--- src/rtl/spi_link.sv ---
// ============================================================================
// Module   : spi_link
// Brief    : Internally wired SPI master/slave pair exchanging one M-bit word,
//            full duplex, MSB first, per start request.
// Revision : 1.0 - initial release
// ============================================================================
`default_nettype none

module spi_link #(
    parameter int M   = 9,
    parameter int DIV = 50
) (
    input  logic         clk,
    input  logic         rst,
    input  logic         st,
    input  logic [M-1:0] MTX_DAT,
    input  logic [M-1:0] STX_DAT,
    output logic [M-1:0] MRX_DAT,
    output logic [M-1:0] SRX_DAT,
    output logic         MOSI,
    output logic         MISO,
    output logic         SCLK,
    output logic         LOAD
);

    localparam int CW = (DIV > 1) ? $clog2(DIV) : 1;
    localparam int BW = (M > 1) ? $clog2(M) : 1;
    localparam int SW = $clog2(M + 1);

    localparam logic [CW-1:0] C_DIV_LAST = CW'(DIV - 1);
    localparam logic [BW-1:0] C_BIT_LAST = BW'(M - 1);
    localparam logic [SW-1:0] C_SBITS    = SW'(M);

    typedef enum logic [1:0] {
        S_IDLE = 2'd0,
        S_LOW  = 2'd1,
        S_HIGH = 2'd2,
        S_DONE = 2'd3
    } state_t;

    state_t         state;
    logic           st_q;
    logic [CW-1:0]  div_cnt;
    logic [BW-1:0]  bit_cnt;
    logic [M-1:0]   m_tx;
    logic [M-1:0]   m_rx;

    logic           sclk_q;
    logic           load_q;
    logic [M-1:0]   s_tx;
    logic [M-1:0]   s_rx;
    logic [SW-1:0]  s_cnt;

    // Master: one SCLK period per bit, LOW half first, then HIGH half.
    always_ff @(posedge clk or posedge rst) begin
        if (rst) begin
            state   <= S_IDLE;
            st_q    <= 1'b0;
            div_cnt <= '0;
            bit_cnt <= '0;
            m_tx    <= '0;
            m_rx    <= '0;
            SCLK    <= 1'b0;
            LOAD    <= 1'b1;
            MOSI    <= 1'b0;
            MRX_DAT <= '0;
        end else begin
            st_q <= st;
            case (state)
                S_IDLE: begin
                    if (st && !st_q) begin
                        m_tx    <= MTX_DAT;
                        MOSI    <= MTX_DAT[M-1];
                        LOAD    <= 1'b0;
                        SCLK    <= 1'b0;
                        bit_cnt <= '0;
                        div_cnt <= '0;
                        state   <= S_LOW;
                    end
                end
                S_LOW: begin
                    if (div_cnt == C_DIV_LAST) begin
                        div_cnt <= '0;
                        SCLK    <= 1'b1;
                        m_rx    <= {m_rx[M-2:0], MISO};
                        state   <= S_HIGH;
                    end else begin
                        div_cnt <= div_cnt + 1'b1;
                    end
                end
                S_HIGH: begin
                    if (div_cnt == C_DIV_LAST) begin
                        div_cnt <= '0;
                        SCLK    <= 1'b0;
                        if (bit_cnt == C_BIT_LAST) begin
                            state <= S_DONE;
                        end else begin
                            m_tx    <= {m_tx[M-2:0], 1'b0};
                            MOSI    <= m_tx[M-2];
                            bit_cnt <= bit_cnt + 1'b1;
                            state   <= S_LOW;
                        end
                    end else begin
                        div_cnt <= div_cnt + 1'b1;
                    end
                end
                S_DONE: begin
                    LOAD    <= 1'b1;
                    MRX_DAT <= m_rx;
                    state   <= S_IDLE;
                end
                default: state <= S_IDLE;
            endcase
        end
    end

    // Slave: reacts one cycle after each registered SCLK/LOAD edge.
    // s_cnt suppresses the shift on the final falling edge so MISO holds.
    always_ff @(posedge clk or posedge rst) begin
        if (rst) begin
            sclk_q  <= 1'b0;
            load_q  <= 1'b1;
            s_tx    <= '0;
            s_rx    <= '0;
            s_cnt   <= '0;
            MISO    <= 1'b0;
            SRX_DAT <= '0;
        end else begin
            sclk_q <= SCLK;
            load_q <= LOAD;
            if (!LOAD && load_q) begin
                s_tx  <= STX_DAT;
                MISO  <= STX_DAT[M-1];
                s_cnt <= '0;
            end else if (!LOAD) begin
                if (SCLK && !sclk_q) begin
                    s_rx  <= {s_rx[M-2:0], MOSI};
                    s_cnt <= s_cnt + 1'b1;
                end else if (!SCLK && sclk_q && (s_cnt != C_SBITS)) begin
                    s_tx <= {s_tx[M-2:0], 1'b0};
                    MISO <= s_tx[M-2];
                end
            end
            if (LOAD && !load_q) begin
                SRX_DAT <= s_rx;
            end
        end
    end

endmodule

`default_nettype wire

--- config.mk ---
export PLATFORM = sky130hd
export DESIGN_NAME = spi_link
export DESIGN_NICKNAME = d
export VERILOG_FILES = /design/src/rtl/spi_link.sv
export SDC_FILE = /design/constraint.sdc
export NUM_CORES = 1
export LEC_CHECK = 0
export BUFFER_PORTS_ARGS = -buffer_cell sky130_fd_sc_hd__buf_2
export CAP_MARGIN = 15
export CORE_MARGIN = 1
export CORE_UTILIZATION = 35
export CTS_BUF_LIST = sky130_fd_sc_hd__clkbuf_2 sky130_fd_sc_hd__clkbuf_4 sky130_fd_sc_hd__clkbuf_8
export CTS_CLUSTER_SIZE = 16
export DETAILED_ROUTE_END_ITERATION = 10
export PLACE_DENSITY = 0.66
export RECOVER_POWER = 25
export SETUP_SLACK_MARGIN = 0.05
export SYNTH_ARGS = -nofsm -noshare
export SYNTH_HDL_FRONTEND = slang
export SYNTH_SLANG_ARGS = --single-unit
export TNS_END_PERCENT = 100
--- constraint.sdc ---
create_clock -name clk -period 1.9 [get_ports clk]
set_input_delay 0.095 -clock clk [delete_from_list [all_inputs] [get_ports clk]]
set_output_delay 0.095 -clock clk [all_outputs]
set_load 0.005 [all_outputs]
; ---- Word level (Yosys, flattened, before mapping)
; Cells that the tools add are included.
[classes]
n_reduce_logical = 28
bitwise_logic = 2
n_mux = 36
n_addsub = 3
eq_ne = 12
[ops]
columns = cell, n
row1 = $mux W8, 7
row2 = $mux W4, 6
row3 = $pmux W8 S2, 1
row4 = $mux W6, 2
row5 = $pmux W6 S2, 1
row6 = $mux W1, 10
row7 = $ne A2 B2 Y1 const B, 5
row8 = $reduce_bool A2 Y1, 5
row9 = $reduce_and A3 Y1, 3
row10 = $add A4 B1 Y4 const B, 2
row11 = $mux W2, 4
row12 = $pmux W2 S4, 1
row13 = $pmux W4 S2, 1
row14 = $reduce_and A2 Y1, 4
row15 = $reduce_and A4 Y1, 2
row16 = $add A6 B1 Y6 const B, 1
row17 = $eq A6 B6 Y1 const B, 1
row18 = $logic_and A1 B1 Y1, 6
row19 = $logic_not A1 Y1, 5
row20 = $eq A2 B2 Y1 const B, 2
row21 = $eq A4 B4 Y1 const B, 1
row22 = $ne A4 B4 Y1 const B, 1
row23 = $pmux W1 S2, 2
row24 = $pmux W1 S3, 1
row25 = other kinds (6), 7
[word_totals]
regBits = 75
in_bits = 21
word_cells = 98
output_inout_bits = 22

; ---- Depth between registers and ports, before layout
; Gate-level depths: netlist (run 1).
[logic_depth]
word_depth = 7
depth_mapped = 7
ltp_nobuf = 6

; ---- Worst setup path after synthesis (run 1)
; OpenSTA, ideal clock, no wires.
[synth_path]
path_type = register to register
from = register state[0]
to = register MOSI
arrival_ns = 1.724
stages_incl_launch_ff = 7
n_path_buf = 0
synth_period_minus_slack_ns = 1.849
path_slack_ns = 0.051
t_required_ns = 1.775
setup_time_ns = 0.125
path_cell_list = dfrtp_1 > inv_1 > ha_1 > and4b_1 > a21oi_2 > o211ai_4 > mux2_2
[synth_via]
elab_chain_len = 3
word_cells_on_any_way = 8
cone_classes = eq/ne: 4 / mux: 1 / reduce/logical: 3
[synth_lines]
columns = element, line
row1 = "start, declared", 41  ; state_t state;
row2 = "start signal, assigned", 57  ; state <= S_IDLE;
row3 = "start signal, assigned", 78  ; state <= S_LOW;
row4 = "start signal, assigned", 86  ; state <= S_HIGH;
row5 = $eq A2 B2 Y1 / $logic_not A2 Y1 (equally long branches), 69  ; case (state)
row6 = $ne A2 B2 Y1 (no line) / $reduce_bool A2 Y1 (equally long branches), -
row7 = $reduce_and A4 Y1 (no line), -
row8 = "end signal, assigned", 73  ; MOSI <= MTX_DAT[M-1];
row9 = "end signal, assigned", 99  ; MOSI <= m_tx[M-2];
row10 = "end, declared", 20  ; output logic MOSI,
; Parallel ways exist; a longest one is shown, timed or not.
; A chain may end at the register's enable or synchronous reset.

; ---- Final worst setup path (run 1)
; Same ends and word-level chain as after synthesis.

==> results of run 1 <==
-- power groups by stage --
stage                     Sequential [W]  Combinational, W  Clock [W]
final                            0.00219           0.00202    0.00137
after detailed placement         0.00222           0.00194          0
after global placement           0.00220           0.00188          0
after floorplan                  0.00216           0.00145          0
after CTS                        0.00219           0.00198    0.00140
after global routing             0.00225           0.00223    0.00148
-- worst reg2reg max path, stage by stage, from the launching register on --
cell      delay [ns]
dfrtp_1         0.38
inv_1           0.21
ha_4            0.23
buf_6           0.20
o21ai_4         0.11
o211ai_4        0.17
mux2_2          0.39
-- worst max path at each step --
stage	startpoint	to	slack (ns)
finish	state[0]$_DFFE_PP0P_	MOSI$_DFFE_PP0P_	0.11
global route	state[0]$_DFFE_PP0P_	m_tx[2]$_DFFE_PP0P_	0.01
CTS	state[0]$_DFFE_PP0P_	MOSI$_DFFE_PP0P_	0.08
detailed placement	state[0]$_DFFE_PP0P_	MOSI$_DFFE_PP0P_	0.04
global placement	state[0]$_DFFE_PP0P_	m_tx[6]$_DFFE_PP0P_	0.11
floorplan	state[0]$_DFFE_PP0P_	MOSI$_DFFE_PP0P_	0.05
-- kinds of logic after synthesis --
| kind of cell | after synthesis | share of synthesized area, % |
|---|---|---|
| flip-flops | 75 | 54.7 |
| AO/OA/AOI/OAI | 41 | 9.21 |
| multiplexers | 60 | 19.4 |
| buffers and inverters | 18 | 2.07 |
| adder cells (fa/ha/maj) | 12 | 4.37 |
| XOR/XNOR | 3 | 0.764 |
| AND/OR/NAND/NOR | 63 | 9.57 |
-- repair_timing --
action                     4_1_cts  5_1_grt
cloned                           0        0
gates resized for setup          2        4
setup endpoints to repair        2       12
hold endpoints to repair        83        0
pin swaps                        0        0
hold buffers                    11        0
-- metrics by stage --
step                hold WS [ns]  setup slack (ns)  instance area, sq um  power, W
floorplan                  0.126            0.0510                  3440   0.00362
finish                    0.0970             0.113                  4200   0.00558
global placement          0.0131             0.108                  3870   0.00408
global route              0.0971            0.0148                  4200   0.00596
detailed placement        0.0145            0.0446                  3870   0.00415
CTS                       0.0915            0.0843                  4210   0.00557
-- layout by cell type (no fill, tap or decap), drive strengths merged, types with 2 or more instances in the layout --
cell type     n
dfstp         2
nand2        24
o21ai        16
and3          2
ha           12
dfrtp        73
o31ai         5
clkinv        3
mux2i         8
o221ai        2
and2          2
dlygate4sd3  11
clkinvlp      2
xor2          2
a21oi         2
nand3         6
nor3          3
a2bb2oi       4
clkbuf       13
buf          48
or2           2
nor2         10
mux2         52
inv           9
nand4         3
bufinv        2
a31oi         4
nor2b         3
-- final cells by class --
class | instances | area (sq um)
fillers | 891 | 5170
flip-flops and latches | 75 | 1880
multi-input cells | 179 | 1520
repair buffers | 62 | 385
well taps | 129 | 161
clock buffers | 10 | 131
clock inverters | 6 | 90.1
inverters | 10 | 38.8
-- flip-flops by register name, indices dropped and copies added, names as in the netlist, 2 cells and up --
signal and flops:
MRX_DAT 9, SRX_DAT 9, bit_cnt 4, div_cnt 6
m_rx 9, m_tx 8, s_cnt 4, s_rx 9
s_tx 8, state 2
-- per-layer routing --
layer	up-vias	GRT usage, %
met5	-	0
met4	0	5.35
met3	12	3.61
met2	50	21.8
met1	1114	17.6
li1	1108	-
==> impl_metrics.yaml, run 1 <==
power:
  clkPwrFrac_pct: 24.5
  p_int_w: 0.00368
  power.leakage_nw: 2.06
  switching_power_w: 0.00190
  p_sw_share_pct: 34.0
  irDropWorstVdd_uv: 492
  p_per_area_nw_per_um2: 1330
  p_seq_share_pct: 39.3
  pwr-share-comb_pct: 36.2
clock_tree:
  htreeDepth: 3
  clock_sinks: 75
  cts_setup_buffers: 0
  worstSkewPairLatency_ns: 0.35
  numCtsBuffers: 9
  clockBufferDepth: 2
  cts_tree: "yes"
  cts-root-buf: "clkbuf_8"
  clk_pin_slew_ns: 0.08
grt:
  antenna_found_initial: 0
  grt_max_degree: 42
  grtUsageTotal_pct: 13.6
  grt_pass1_vias: 2294
  grt_first_pass_wirelength_um: 10700
  grt-ovfl-total: 0
setup_path:
  crit_cells: 6
  r2r_start: "state[0]$_DFFE_PP0P_"
  critPathMaxFanout: 14
  crit_family: "buffers and inverters"
  path_class: "flop to flop"
  rr_worst_depth: 6
  path_buf_inv: 2
  required_ns: 2.14
  max_stage_delay_ns: 0.39
  cp_slowest_cell: "mux2_2"
  r2r-end: "MOSI$_DFFE_PP0P_"
  cp-end-kind: "flop"
  worstSetupStartpointType: "flop"
  cp_cell_sequence: "inv_1, ha_4, buf_6, o21ai_4, o211ai_4, mux2_2"
  rrSetupSlack_ns: 0.11
  critPathArrivalTime_ns: 2.03
finish:
  final_cells: 471
  final_layout_size_suffix_gt1_share_pct: 39.5
  nets: 370
  syn2layout_area_growth_pct: 22.2
  diodes: 0
  fin_util_pct: 44.8
synth:
  synth_area_sq_um: 3440
  yosysTopAreaCellShare_pct: 53.1
  synth-edff-count: 0
  synth.most_common_cell: "dfrtp_1"
  synthCells: 272
  ys_ff_latch: 75
  synth.net_count: 305
  synthTopCellsByCount: "dfrtp_1, mux2_2, nand2_1"
  synth-main-ff-cell: "dfrtp_1"
  synth_area_leaders: "dfrtp_1, mux2_2, ha_1, nand2_1, mux2i_1"
  synth_cell_types: 47
  synth_warnings: 0
  avgSynthCellArea_sq_um: 12.6
  synth.largest_area_cell: "dfrtp_1"
  synthArstFlopShare_pct: 100
  yosysSeqAreaShare_pct: 54.7
drt:
  wl_met3_um: 243
  wl_met1_um: 3080
  dr_total_vias: 2284
  wire_per_inst_um: 13.7
  antenna_left: 0
  drtIter0Drc: 136
  vias_per_cell: 4.85
  drcViolationCount: 0
  first_pass_iters: 4
  wirelength_um: 6440
  wl_met2_um: 3010
  highest_layer: "met4"
place:
  dp_hpwl_um: 4450
  port_buffers: 42
  gp_congestion: 0.811
  dp.cells: 444
die:
  die_x_um: 101
  initial_core_util_pct: 36.7
  ios: 43
  core_area_sq_um: 9370
  rows: 35
  die-area_sq_um: 10200
  die_y_um: 101
hold_path:
  hold_path_end: "m_tx[5]$_DFFE_PP0P_"
  hold_start: "MTX_DAT[5]"
  hp-class: "primary input to flop"
  whs_path_depth: 3
timing:
  tightest_slew_ns: 0.987
  hold_viol_final: 0
  slew_headroom_pct: 34.2
  finalCriticalPeriod_ns: 1.79
  rsz0062_at_grt: "false"
  finClkSkew_ns: 0.00891
  maxSlewViolCount: 0
  setup_viol: 0
  fin_crit_sh_pct: 94.1
  timing.fmax_mhz: 560
  fin_tns_setup_ns: 0
status:
  status: "complete, no violations"
flow_run:
  maxCapViolCount: 0
Note: power is estimated with default switching activity, not from simulation.
==> run 2: changes to the inputs <==
- ABC_AREA: unset -> 1
==> run 2 against run 1 <==
  * Critical path depth is the same
  * Clock power shrank 7%
  * Hold slack lost 0.046 ns
  * Synthesized area grew 3.1%
  * Clock skew grew 0.00064 ns
  * Synthesized cell count grew 50%
  * Sequential cell count is the same
  * Final area grew 1.3%
  * Final cell count grew 29%
  * Critical endpoint is now m_rx[3]$_DFFE_PP0P_
==> impl_metrics.yaml, run 2 <==
status:
  status: "complete, no violations"
synth:
  synthTopCellsByCount: "nand2_1, dfrtp_1, nand3_1"
  synth.most_common_cell: "nand2_1"
  synth_area_leaders: "dfrtp_1, nand2_1, nand3_1, ha_1, o21ai_0"
  synthCells: 408
  yosysTopAreaCellShare_pct: 51.5
  synth.net_count: 441
  avgSynthCellArea_sq_um: 8.69
  synth_mux_area_share_pct: 2.82
  synth_cell_types: 29
  synth_warnings: 0
  synthArstFlopShare_pct: 100
  synth_fa_ha_area_share_pct: 4.23
  synth_xor_area_share_pct: 0
  synth_top_family_by_area: "simple AND/OR/NAND/NOR gates"
  synth_compound_area_share_pct: 7.20
  ys_ff_latch: 75
  synthSimpleGateAreaFrac_pct: 26.0
  synth.largest_area_cell: "dfrtp_1"
  synth-main-ff-cell: "dfrtp_1"
  synth-edff-count: 0
  synth_area_sq_um: 3550
  yosysSeqAreaShare_pct: 53.0
clock_tree:
  cts-root-buf: "clkbuf_8"
  htreeDepth: 3
  cts_tree: "yes"
  worstSkewPairLatency_ns: 0.36
  clockBufferDepth: 2
  numCtsBuffers: 9
  clk_pin_slew_ns: 0.08
  clock_sinks: 75
power:
  p_per_area_nw_per_um2: 1400
  switching_power_w: 0.00235
  clkPwrFrac_pct: 21.4
  p_sw_share_pct: 39.3
  power.leakage_nw: 2.17
  irDropWorstVdd_uv: 438
  pwr-share-comb_pct: 38.3
  p_seq_share_pct: 40.4
  p_int_w: 0.00363
place:
  dp_hpwl_um: 4830
  port_buffers: 42
  gp_congestion: 0.784
  dpl-instance-area_sq_um: 3910
  dp.cells: 578
hold_path:
  hp-class: "primary input to flop"
  hold_start: "MTX_DAT[0]"
die:
  initial_core_util_pct: 36.3
  die_x_um: 103
  core_area_sq_um: 9770
  die_y_um: 103
  ios: 43
  die-area_sq_um: 10500
  rows: 36
finish:
  final_cells: 608
  final_common_cell: "nand2_1"
  fill_cells: 925
  nets: 503
  fin_area_sq_um: 4260
  layout_common_cells: "nand2_1, dfrtp_1, nand3_1, inv_1, buf_2"
  final_layout_size_suffix_gt1_share_pct: 18.1
  fin_util_pct: 43.5
  syn2layout_area_growth_pct: 20.0
  diodes: 0
grt:
  use_met1_pct: 18.4
  grt_max_degree: 28
  use_met2_pct: 23.1
  grt_pass1_vias: 2541
  grt-ovfl-total: 0
  grt_busiest_layer: "met2"
  grtUsageTotal_pct: 14.4
  antenna_found_initial: 0
  met3_usage_pct: 3.59
  grt_first_pass_wirelength_um: 11700
drt:
  vias_per_cell: 4.72
  drcViolationCount: 0
  first_pass_iters: 5
  drtIter0Drc: 157
  dr_total_vias: 2867
  wirelength_um: 7110
  antenna_left: 0
  wire_per_inst_um: 11.7
timing:
  fin_crit_sh_pct: 88.6
  tightest_slew_ns: 1.22
  finClkSkew_ns: 0.00955
  maxSlewViolCount: 0
  rsz0062_at_grt: "false"
  timing.fmax_mhz: 594
  fin_tns_setup_ns: 0
  hold_viol_final: 0
  setup_viol: 0
  slew_headroom_pct: 18.0
  finalCriticalPeriod_ns: 1.68
setup_path:
  cp-end-kind: "flop"
  path_class: "flop to flop"
  r2r_start: "state[1]$_DFFE_PP0P_"
  required_ns: 2.15
  worstSetupStartpointType: "flop"
  critPathLaunch: "state[1]$_DFFE_PP0P_"
  critPathArrivalTime_ns: 1.93
  critPathMaxFanout: 12
  rrSetupSlack_ns: 0.22
flow_run:
  maxCapViolCount: 0
run 2: worst max-delay path: stages (launching register included):
cell and delay, ns:
dfrtp_1 0.44, inv_1 0.13, ha_1 0.22, inv_1 0.14, nor2_2 0.40, nand2_1 0.11
o21a_1 0.13
run 2: timing repair:
| item | 4_1_cts | 5_1_grt |
|---|---|---|
| hold endpoints to repair | 34 | 0 |
| setup buffers | 0 | 3 |
| resized for setup | 2 | 1 |
| hold buffers | 11 | 0 |
| pin swaps | 0 | 1 |
| endpoints found under the setup margin | 13 | 14 |
run 2: through the flow:
| stage | hold slack, ns | power (W) | worst slack [ns] |
|---|---|---|---|
| 2_1_floorplan | 0.126 | 0.00407 | 0.337 |
| 3_3_place_gp | 0.197 | 0.00454 | -0.0800 |
| 3_5_place_dp | 0.205 | 0.00463 | -0.156 |
| 4_1_cts | 0.0461 | 0.00596 | 0.162 |
| 5_1_grt | 0.0710 | 0.00648 | 0.0443 |
| 6_report | 0.0511 | 0.00598 | 0.216 |
run 2: layout make-up:
class / count / area [sq um] / area share (%)
clock buffer: 12 / 153 / 3.59
clock inverter: 4 / 50.0 / 1.18
inverter: 41 / 155 / 3.65
multi-input combinational: 279 / 1450 / 34.0
sequential: 75 / 1880 / 44.2
tap: 133 / 166 / 3.91
timing repair buffer: 64 / 405 / 9.53
run 2: kinds of logic after synthesis:
group / after synthesis
compound gates: 45
fa+ha+maj: 12
buf+inv: 54
flops: 75
mux: 9
simple gates: 213
run 2: final timing paths:
path	end	cells after the start
worst max-delay path	m_rx[3]$_DFFE_PP0P_	6
worst min-delay path	m_tx[0]$_DFFE_PP0P_	5
worst max register to register	m_rx[3]$_DFFE_PP0P_	6
min in group asynchronous	s_rx[7]$_DFFE_PP0P_	3
worst min register to register	load_q$_DFF_PP1_	0
max in group asynchronous	LOAD$_DFFE_PP1P_	4
run 2: per-layer routing:
layer	wire length, um	vias to the layer above
met5	0	-
met4	127	0
met3	314	15
met2	3410	67
met1	3260	1350
li1	-	1435
run 2: power by group through the flow:
stage | Sequential (W) | Combinational, W | Clock [W]
2_1_floorplan | 0.00238 | 0.00169 | 0
3_3_place_gp | 0.00242 | 0.00211 | 0
3_5_place_dp | 0.00244 | 0.00219 | 0
4_1_cts | 0.00242 | 0.00224 | 0.00130
5_1_grt | 0.00247 | 0.00264 | 0.00137
6_report | 0.00241 | 0.00229 | 0.00128
==> run 3: changes to the inputs <==
- CORE_UTILIZATION: 35 -> 24
- PLACE_DENSITY: 0.66 -> 0.52
==> run 3 against run 2 <==
  * Final area increased by 3.6%
  * Utilization decreased by 13 points
  * Combinational power increased by 3%
  * Clock skew decreased by 0.0023 ns
  * Global-route usage decreased by 3.6 points
  * Wire length increased by 4.7%
  * Power increased by 7.2%
  * Sequential cell count unchanged
  * Maximum frequency increased by 1.2%
  * Register-to-register slack improved by 0.02 ns
==> impl_metrics.yaml, run 3 (synthesis results as in run 2) <==
status:
  status: "complete, no violations"
finish:
  layout_common_cells: "nand2_1, dfrtp_1, nand3_1, buf_2, inv_1"
  final_layout_size_suffix_gt1_share_pct: 20.0
  final_common_cell: "nand2_1"
  seqCellArea_sq_um: 1880
  fill_cells: 1534
  fin_util_pct: 30.5
  diodes: 0
  nets: 507
  multiInputGateArea_sq_um: 1440
  syn2layout_area_growth_pct: 24.4
grt:
  grt_first_pass_wirelength_um: 12700
  use_met1_pct: 13.1
  grt_max_degree: 76
  met3_usage_pct: 2.68
  grt_pass1_vias: 2768
  grt_busiest_layer: "met2"
  use_met2_pct: 17.7
  grtUsageTotal_pct: 10.8
  antenna_found_initial: 0
  grt-ovfl-total: 0
die:
  core_area_sq_um: 14500
  die-area_sq_um: 15300
  die_x_um: 124
  rows: 44
  initial_core_util_pct: 24.5
  die_y_um: 124
  ios: 43
clock_tree:
  cts_setup_buffers: 0
  numCtsBuffers: 9
  cts_tree: "yes"
  worstSkewPairLatency_ns: 0.35
  clockBufferDepth: 2
  clk_pin_slew_ns: 0.08
  clock_sinks: 75
  htreeDepth: 3
  cts-root-buf: "clkbuf_8"
drt:
  wire_per_inst_um: 11.2
  antenna_left: 0
  vias_per_cell: 4.33
  drtIter0Drc: 175
  dr_total_vias: 2872
  drcViolationCount: 0
  first_pass_iters: 4
  wirelength_um: 7440
timing:
  fin_crit_sh_pct: 87.5
  setup_ws_ns: 0.237
  finalCriticalPeriod_ns: 1.66
  hold_viol_final: 0
  fin_tns_setup_ns: 0
  holdWs_ns: 0.0582
  tightest_slew_ns: 1.04
  slew_headroom_pct: 30.6
  maxSlewViolCount: 0
  timing.fmax_mhz: 601
  setup_viol: 0
  finClkSkew_ns: 0.00724
  rsz0062_at_grt: "false"
power:
  p_per_area_nw_per_um2: 1450
  p_sw_share_pct: 37.1
  irDropWorstVdd_uv: 413
  power_w: 0.00641
  clkPwrFrac_pct: 26.1
  switching_power_w: 0.00238
  p_int_w: 0.00403
  power.leakage_nw: 2.24
  p_seq_share_pct: 37.3
  pwr-share-comb_pct: 36.6
setup_path:
  required_ns: 2.15
  worstSetupStartpointType: "flop"
  critPathMaxFanout: 14
  critPathArrivalTime_ns: 1.91
  cp-end-kind: "flop"
  path_class: "flop to flop"
place:
  dp_hpwl_um: 4990
  port_buffers: 42
  gp_congestion: 0.790
  dp_slack_ns: -0.0873
flow_run:
  maxCapViolCount: 0
hold_path:
  hp-class: "primary input to flop"
run 3: power by group through the flow:
stage                     sequential, W  clock (W)  combinational (W)
after floorplan                 0.00238          0            0.00169
after global placement          0.00241          0            0.00227
after detailed placement        0.00243          0            0.00232
after CTS                       0.00240    0.00173            0.00237
after global routing            0.00246    0.00180            0.00272
final                           0.00239    0.00167            0.00235
run 3: path summary, 6_finish.rpt:
kind / from / to / slack, ns / cells past startpoint
worst max-delay path: state[0]$_DFFE_PP0P_ / m_tx[3]$_DFFE_PP0P_ / 0.24 / 7
worst min-delay path: MTX_DAT[0] / m_tx[0]$_DFFE_PP0P_ / 0.06 / 5
worst max register to register: state[0]$_DFFE_PP0P_ / m_tx[3]$_DFFE_PP0P_ / 0.24 / 7
worst min register to register: LOAD$_DFFE_PP1P_ / load_q$_DFF_PP1_ / 0.46 / 0
max in group asynchronous: rst / div_cnt[0]$_DFFE_PP0P_ / 0.58 / 4
min in group asynchronous: rst / s_rx[5]$_DFFE_PP0P_ / 0.65 / 4
run 3: critical path, cell delays in order, from the launching register on:
cell	delay, ns
dfrtp_1	0.38
inv_1	0.12
ha_1	0.23
nor2_1	0.09
nor2_4	0.33
nand3_4	0.23
nand2_1	0.12
nand2_1	0.05
run 3: per-layer routing:
metal | routed length (um) | part of all wire (%)
met2 | 3610 | 48
met3 | 293 | 3.9
met1 | 3410 | 46
met4 | 134 | 1.8
met5 | 0 | 0
run 3: layout make-up:
class / instances / share of cell area [%]
tap: 184 / 5.22
sequential: 75 / 42.6
timing repair buffer: 68 / 9.76
multi-input combinational: 279 / 32.6
inverter: 41 / 3.57
clock buffer: 10 / 3.12
clock inverter: 6 / 3.09
run 3: repair_timing:
item                       4_1_cts  5_1_grt
resized for setup                1        1
hold buffers                    11        0
hold endpoints to repair        83        0
setup endpoints to repair       13       13
run 3: through the flow:
step | std cells | cell area, sq um
2_1_floorplan | 408 | 3550
3_3_place_gp | 636 | 4030
3_5_place_dp | 636 | 4030
4_1_cts | 663 | 4420
5_1_grt | 663 | 4410
6_report | 663 | 4410
